<file path="config.mk">
export PLATFORM = sky130hd
export DESIGN_NAME = updown_mod_counter_n
export DESIGN_NICKNAME = d
export VERILOG_FILES = /design/src/rtl/updown_mod_counter_n.sv
export SDC_FILE = /design/constraint.sdc
export NUM_CORES = 1
export LEC_CHECK = 0
export CELL_PAD_IN_SITES_DETAIL_PLACEMENT = 0
export CELL_PAD_IN_SITES_GLOBAL_PLACEMENT = 1
export CORE_ASPECT_RATIO = 0.5
export CORE_MARGIN = 1
export CORE_UTILIZATION = 34
export CTS_BUF_LIST = sky130_fd_sc_hd__clkbuf_4
export CTS_CLUSTER_SIZE = 25
export DETAILED_ROUTE_END_ITERATION = 12
export PLACE_DENSITY = 0.79
export SLEW_MARGIN = 0
export SYNTH_ARGS = -nofsm -noshare
export SYNTH_HDL_FRONTEND = slang
export SYNTH_SLANG_ARGS = --single-unit
</file>
<file path="constraint.sdc">
create_clock -name clk -period 1.69 [get_ports clk]
set_input_delay 0.338 -clock clk [delete_from_list [all_inputs] [get_ports clk]]
set_output_delay 0.338 -clock clk [all_outputs]
set_load 0.01 [all_outputs]
</file>
<file path="src/rtl/updown_mod_counter_n.sv">
// rtl/updown_mod_counter_n.sv - parametrised up/down modulo counter with clear/load/run/hold modes
// Rollover is reported as a one-cycle pulse and a sticky flag cleared by roll_clr.
module updown_mod_counter_n #(
  parameter int WIDTH     = 7,
  parameter int MAX_COUNT = 99,
  parameter int UP_LOAD   = 90,
  parameter int DN_LOAD   = 10,
  parameter int PRESCALE  = 1
) (
  input  logic             clk,
  input  logic             rst,
  input  logic             ud,
  input  logic [1:0]       state,
  input  logic             load_ext,
  input  logic [WIDTH-1:0] load_val,
  input  logic             roll_clr,
  output logic [WIDTH-1:0] count,
  output logic             roll,
  output logic             roll_sticky,
  output logic             tc
);

  localparam int PS_W = (PRESCALE > 1) ? $clog2(PRESCALE) : 1;

  localparam logic [WIDTH-1:0] MAX_C   = WIDTH'(MAX_COUNT);
  localparam logic [WIDTH-1:0] UP_C    = WIDTH'(UP_LOAD);
  localparam logic [WIDTH-1:0] DN_C    = WIDTH'(DN_LOAD);
  localparam logic [PS_W-1:0]  PS_LAST = PS_W'(PRESCALE - 1);

  localparam logic [1:0] MODE_CLEAR = 2'b00;
  localparam logic [1:0] MODE_LOAD  = 2'b01;
  localparam logic [1:0] MODE_RUN   = 2'b10;

  generate
    if ((2 ** WIDTH) <= MAX_COUNT) begin : g_bad_width
      $error("updown_mod_counter_n: WIDTH too small for MAX_COUNT");
    end
    if (UP_LOAD > MAX_COUNT || DN_LOAD > MAX_COUNT) begin : g_bad_preset
      $error("updown_mod_counter_n: load preset exceeds MAX_COUNT");
    end
    if (PRESCALE < 1) begin : g_bad_prescale
      $error("updown_mod_counter_n: PRESCALE must be >= 1");
    end
  endgenerate

  logic [WIDTH-1:0] count_q, count_d;
  logic [PS_W-1:0]  pre_q, pre_d;
  logic             roll_q, roll_d;
  logic             sticky_q, sticky_d;
  logic             wrap;

  always_comb begin
    count_d  = count_q;
    pre_d    = pre_q;
    wrap     = 1'b0;

    case (state)
      MODE_CLEAR: begin
        count_d = ud ? '0 : MAX_C;
        pre_d   = '0;
      end
      MODE_LOAD: begin
        if (load_ext) begin
          count_d = (load_val > MAX_C) ? MAX_C : load_val;
        end else begin
          count_d = ud ? UP_C : DN_C;
        end
        pre_d = '0;
      end
      MODE_RUN: begin
        if (pre_q == PS_LAST) begin
          pre_d = '0;
          // An out-of-range count (e.g. after an upset) is pulled back silently.
          if (count_q > MAX_C) begin
            count_d = ud ? '0 : MAX_C;
          end else if (ud) begin
            if (count_q == MAX_C) begin
              count_d = '0;
              wrap    = 1'b1;
            end else begin
              count_d = count_q + WIDTH'(1);
            end
          end else begin
            if (count_q == '0) begin
              count_d = MAX_C;
              wrap    = 1'b1;
            end else begin
              count_d = count_q - WIDTH'(1);
            end
          end
        end else begin
          pre_d = pre_q + PS_W'(1);
        end
      end
      default: begin
      end
    endcase

    // Guarantees a single-cycle pulse even for the degenerate MAX_COUNT=0 case.
    roll_d   = wrap & ~roll_q;
    sticky_d = wrap | (sticky_q & ~roll_clr);
  end

  always_ff @(posedge clk or posedge rst) begin
    if (rst) begin
      count_q  <= '0;
      pre_q    <= '0;
      roll_q   <= 1'b0;
      sticky_q <= 1'b0;
    end else begin
      count_q  <= count_d;
      pre_q    <= pre_d;
      roll_q   <= roll_d;
      sticky_q <= sticky_d;
    end
  end

  assign count       = count_q;
  assign roll        = roll_q;
  assign roll_sticky = sticky_q;
  assign tc          = (state == MODE_RUN) && (ud ? (count_q == MAX_C) : (count_q == '0));

endmodule

</file>
==> results of run 1 <==
[per-stage QoR]
stage / hold slack (ns) / power (uW) / area, um2
final: 0.334 / 1110 / 1830
after global routing: 0.355 / 1180 / 1830
after CTS: 0.348 / 1060 / 1750
after detailed placement: 0.433 / 765 / 1530
after global placement: 0.413 / 762 / 1530
after floorplan: 0.166 / 534 / 1040
[how the worst max path moves through the flow]
stage / end / cells after the start / from / slack [ns]
after floorplan: count[5] / 6 / count[3] / -0.04
after global placement: tc / 6 / ud / -0.47
after detailed placement: count[1] / 7 / state[0] / -0.49
after CTS: tc / 6 / count[2] / -0.18
after global routing: tc / 6 / count[2] / -0.24
final: count[1] / 7 / count[0] / -0.19
[placed cells by master, fill, tap and decap left out, drive strengths merged, types with 3 or more instances in the layout]
| cell type | count |
|---|---|
| and2 | 3 |
| clkbuf | 4 |
| nor2 | 8 |
| o2111ai | 3 |
| o21ai | 5 |
| inv | 8 |
| dfrtp | 9 |
| nand3 | 6 |
| nand2 | 11 |
| dlygate4sd2 | 7 |
| clkdlybuf4s50 | 14 |
| buf | 51 |
| o211ai | 5 |
| nand2b | 5 |
| ha | 6 |
[registers in the layout, indices dropped and copies added (netlist names)]
name and cells:
count 7, roll 1, roll_sticky 1
[cell type report]
type,count,area (um2),area share (%)
clock buffers,3,22.5,1.23
clock inverters,1,5.00,0.274
inverters,8,30.0,1.64
multi-input cells,99,881,48.2
flip-flops and latches,9,226,12.4
well taps,37,46.3,2.53
repair buffers,73,617,33.7
[per-layer routing]
metal,up-vias,GRT usage (%),part of all wire [%]
met5,-,0,0
li1,613,-,-
met4,0,5.00,0.77
met2,65,44.0,45
met1,586,32.9,46
met3,4,4.09,8.2
[critical path, stage by stage, from the launching register on]
cell and delay, ns:
dfrtp_1 0.41, buf_4 0.16, buf_4 0.12, buf_4 0.14
and3b_2 0.22, o211ai_4 0.31, a21boi_2 0.11, a311o_1 0.29
[timing repair]
item	CTS	global route
pin swaps	9	9
resized for setup	39	13
buffers inserted	11	3
gates cloned	1	0
setup endpoints to repair	14	9
[power breakdown]
group          total, uW  switching [uW]  internal, uW  leakage (uW)
Clock                183            95.4          87.9     0.0000177
Sequential           257            20.1           237      0.000117
Combinational        671             315           356      0.000672
[kinds of logic (layout without fill, tap and decap cells)]
group	count (synthesis)	after routing
simple gates	48	48
compound gates	40	41
buf+inv	16	85
flops	9	9
fa+ha+maj	6	6
xor+xnor	3	3
mux	1	1
==> flow_summary.yaml, run 1 <==
timing:
  fin_crit_ns: 1.88
  finClkSkew_ns: 0.00640
  finalHoldViolCount: 0
  max_freq_mhz: 531
  setup_tns_ns: -1.15
  drv_slew: 0
  setup_slack_ns: -0.195
  setup_violations: 8
  rsz0062_at_grt: "yes"
  fin_crit_sh_pct: 112
  relSlewSlack_pct: 74.8
  tightest_slew_ns: 0.375
setup_path:
  r2r_cells: 7
  rr_startpoint: "count[0]"
  start_kind: "flip-flop"
  r2r_slack_ns: -0.19
  worstPathArrival_ns: 2.05
  crit_path_max_fanout: 5
  critPathRequiredTime_ns: 1.85
  timing.rr.end: "count[1]"
  endpoint_kind: "flip-flop"
  path_class: "reg -> reg"
final_layout:
  fin_util_pct: 67.7
  fill_cells: 229
  nets: 214
  instances_no_fill: 230
  antenna_cells: 0
  syn2layout_area_growth_pct: 81.5
  drive_gt1_share_pct: 46.1
power:
  ir_worst_vdd_mv: 0.287
  p_per_area_nw_per_um2: 608
  p_leak_uw: 0.000807
synthesis:
  synth-simple-area-share_pct: 25.8
  synth_top_family_by_area: "compound AO/OA/AOI/OAI gates"
  synth_nets: 143
  async_flop_share_pct: 100
  synth_mux_area_share_pct: 1.12
  synthXorXnorAreaFrac_pct: 2.61
  yosys_register_bits: 9
  ys_seq_area_share_pct: 22.4
  synth_edf_count: 0
  netlist_area_um2: 1010
  synthCells: 123
  ys.flop_type: "dfrtp_1"
  yosysTopAreaCell: "dfrtp_1"
  synth_cell_types: 51
  synth-adder-area-share_pct: 7.45
  yosysTopAreaCellShare_pct: 22.4
  avgSynthCellArea_um2: 8.19
  yosysMostFrequentCell: "nand2_1"
  synth_compound_area_share_pct: 33.2
  yosys_warnings: 0
  synth_area_leaders: "dfrtp_1, ha_1, nand2_1"
  yosys-top-cells-count: "nand2_1, dfrtp_1, inv_1, nor2_1"
grt:
  grt_pass1_vias: 1179
  grt_pass1_wl_um: 5820
  grt_max_degree: 14
  grt_overflow: 0
  grtUsageTotal_pct: 24.8
  antenna_found_initial: 0
placement:
  dp.cells: 211
  hpwl_um: 2380
  gp_congestion: 0.853
  io_buffers: 23
  pre_cts_slack_ns: -0.492
floorplan:
  coreArea_um2: 2700
  pin_count: 24
  dieHeight_um: 40.5
  die_w_um: 79.0
  fp.dieArea_um2: 3200
  start_util_pct: 37.3
  std_cell_rows: 13
clock_tree:
  cts.clk_slew.worst_paths_ns: 0.08
  cts-root-buf: "clkbuf_4"
  tritoncts: "built"
  cts_inserted_buffers: 3
  cts_buffer_depth: 2
  clk_latency_ns: 0.28
  h-tree-depth: 1
  clkSinkCount: 9
  cts_hold_buffers: 0
worst_hold_path:
  min_path_type: "in -> async"
drt:
  drt-pass1-iter-count: 4
  detail-route-antenna-nets: 0
  drt_iter0_drc: 80
  viasPerCell: 5.51
  routed_wirelength_um: 3620
  via_count: 1268
  drc: 0
  wire_per_inst_um: 15.7
run_status:
  failed_checks: "setup timing"
  outcome: "finished, violations left"
flow_run:
  cap_viol_max_count: 0
Note: power is estimated with default switching activity, not from simulation.
==> run 2: changes to the inputs <==
--- a/config.mk
+++ b/config.mk
@@ -5,11 +5,12 @@
 export SDC_FILE = /design/constraint.sdc
 export NUM_CORES = 1
 export LEC_CHECK = 0
+export ABC_AREA = 1
 export CELL_PAD_IN_SITES_DETAIL_PLACEMENT = 0
 export CELL_PAD_IN_SITES_GLOBAL_PLACEMENT = 1
 export CORE_ASPECT_RATIO = 0.5
 export CORE_MARGIN = 1
-export CORE_UTILIZATION = 34
+export CORE_UTILIZATION = 31
 export CTS_BUF_LIST = sky130_fd_sc_hd__clkbuf_4
 export CTS_CLUSTER_SIZE = 25
 export DETAILED_ROUTE_END_ITERATION = 12
==> flow_summary.yaml, run 2 <==
clock_tree:
  cts_hold_buffers: 0
  h-tree-depth: 1
  clkSinkCount: 9
  cts_inserted_buffers: 3
  cts-root-buf: "clkbuf_4"
  cts_buffer_depth: 2
  clk_latency_ns: 0.26
  tritoncts: "built"
  cts.clk_slew.worst_paths_ns: 0.06
setup_path:
  crit_chain: "inv_2 -> ha_4 -> nand2_4 -> nor2_4 -> nor2_4 -> nor3_4 -> buf_2"
  start_kind: "flip-flop"
  r2r_cells: 15
  timing.rr.end: "count[6]"
  crit_top_cell: "nor2_4"
  rr_startpoint: "count[1]"
  cpMaxStageDelayCell: "dfrtp_1"
  critPathRequiredTime_ns: 1.35
  r2r_slack_ns: -0.01
  worstPathArrival_ns: 1.54
  crit_path_max_fanout: 4
  endpoint_kind: "primary output"
  path_class: "reg -> out"
  slowest_delay_ns: 0.43
grt:
  grt_pass1_wl_um: 4740
  top_usage_layer: "met2"
  antenna_found_initial: 0
  grt_pass1_vias: 1038
  met3_usage_pct: 2.61
  grt_max_degree: 10
  grtUsageMet2_pct: 32.8
  grt_overflow: 0
  grtUsageTotal_pct: 20.1
  gr-usage-met1_pct: 28.8
synthesis:
  synth_cell_types: 25
  synth_compound_area_share_pct: 12.3
  async_flop_share_pct: 100
  netlist_area_um2: 960
  yosys-top-cells-count: "nand2_1, inv_1, nand3_1"
  yosysTopAreaCellShare_pct: 23.5
  synthCells: 155
  synth_nets: 175
  yosys_register_bits: 9
  synth-simple-area-share_pct: 42.9
  synth_mux_area_share_pct: 0
  synth-adder-area-share_pct: 7.82
  synth_top_family_by_area: "simple AND/OR/NAND/NOR gates"
  synthXorXnorAreaFrac_pct: 3.65
  ys.flop_type: "dfrtp_1"
  synth_area_leaders: "dfrtp_1, nand2_1, ha_1"
  yosysMostFrequentCell: "nand2_1"
  yosysTopAreaCell: "dfrtp_1"
  synth_edf_count: 0
  yosys_warnings: 0
  ys_seq_area_share_pct: 23.5
  avgSynthCellArea_um2: 6.19
drt:
  detail-route-antenna-nets: 0
  routed_wirelength_um: 3000
  drt-pass1-iter-count: 4
  via_count: 1165
  drc: 0
  drt_iter0_drc: 60
  viasPerCell: 4.55
  wire_per_inst_um: 11.7
placement:
  pre_cts_slack_ns: -0.560
  gp_congestion: 0.861
  hpwl_um: 2410
  place_area_um2: 1430
  io_buffers: 23
floorplan:
  pin_count: 24
  coreArea_um2: 2770
  std_cell_rows: 13
  die_w_um: 80.7
  dieHeight_um: 41.3
  start_util_pct: 34.7
  fp.dieArea_um2: 3340
power:
  power_uw: 1060
  p_per_area_nw_per_um2: 646
  ir_worst_vdd_mv: 0.593
  p_leak_uw: 0.000878
timing:
  max_freq_mhz: 533
  fin_crit_sh_pct: 111
  setup_slack_ns: -0.185
  relSlewSlack_pct: 75.6
  rsz0062_at_grt: "yes"
  drv_slew: 0
  setup_violations: 2
  fin_crit_ns: 1.87
  finClkSkew_ns: 0.00249
  tightest_slew_ns: 0.365
  finalHoldViolCount: 0
flow_run:
  cap_viol_max_count: 0
worst_hold_path:
  min_path_type: "in -> async"
final_layout:
  syn2layout_area_growth_pct: 70.5
  largest_reg_flops: 7
  layout_common_cells: "nand2_1, buf_4, inv_1, clkdlybuf4s50_1, nand3_1"
  nets: 240
  drive_gt1_share_pct: 34.2
  fin_area_um2: 1640
  layout_commonest_cell: "nand2_1"
  antenna_cells: 0
run_status:
  outcome: "finished, violations left"
  failed_checks: "setup timing"
run 2: metrics by stage:
stage / cells / setup TNS, ns / hold WS (ns) / util [%]
2_1_floorplan: 155 / 0 / 0.166 / -
3_3_place_gp: 241 / -1.13 / 0.413 / 51.9
3_5_place_dp: 241 / -1.27 / 0.411 / 51.9
4_1_cts: 255 / -0.212 / 0.336 / 57.0
5_1_grt: 256 / -0.560 / 0.379 / 59.2
6_report: 256 / -0.196 / 0.344 / 59.2
run 2: cell type report:
class	instances	area, um2
Inverter	22	85.1
Tap cell	37	46.3
Clock buffer	4	30.0
Fill cell	259	1130
Timing Repair Buffer	62	524
Multi-Input combinational cell	122	724
Sequential cell	9	226
run 2: logic make-up (layout without fill, tap and decap cells):
| kind of cell | count (synthesis) | count (layout) |
|---|---|---|
| and+or+nand+nor | 91 | 91 |
| buffers and inverters | 24 | 88 |
| AOI/OAI and AO/OA | 21 | 21 |
| DFF | 9 | 9 |
| adders and majority gates | 6 | 6 |
| xor gates and xnor gates | 4 | 4 |
run 2: how the worst max path moves through the flow:
| stage | endpoint | startpoint |
|---|---|---|
| 2_1_floorplan | tc | count[0] |
| 4_1_cts | tc | count[3] |
| 3_5_place_dp | tc | state[1] |
| 3_3_place_gp | tc | state[1] |
| 5_1_grt | tc | count[1] |
| 6_report | tc | count[0] |
run 2: repair_timing:
| item | 4_1_cts | 5_1_grt |
|---|---|---|
| cloned | 0 | 0 |
| gates resized for setup | 26 | 17 |
| pin swaps | 10 | 13 |
| setup endpoints to repair | 4 | 7 |
| setup buffers | 10 | 4 |
run 2: routing by layer:
layer	share of wire (%)	vias to the layer above
met2	42	26
met1	52	512
met4	0.37	0
li1	-	625
met5	0	-
met3	5.3	2
run 2: worst max-delay path, delay by kind of cell (launching register included):
kind	cells	cell delay (ns)
simple gates	4	0.45
flops	1	0.43
buf+inv	2	0.26
fa+ha+maj	1	0.14
run 2: where the power goes:
part           internal, uW  total [uW]  switching, uW  leakage, uW
combinational           307         612            306     0.000743
sequential              240         266           26.2     0.000117
clock                   107         179           72.1    0.0000184
total                   653        1060            404     0.000878
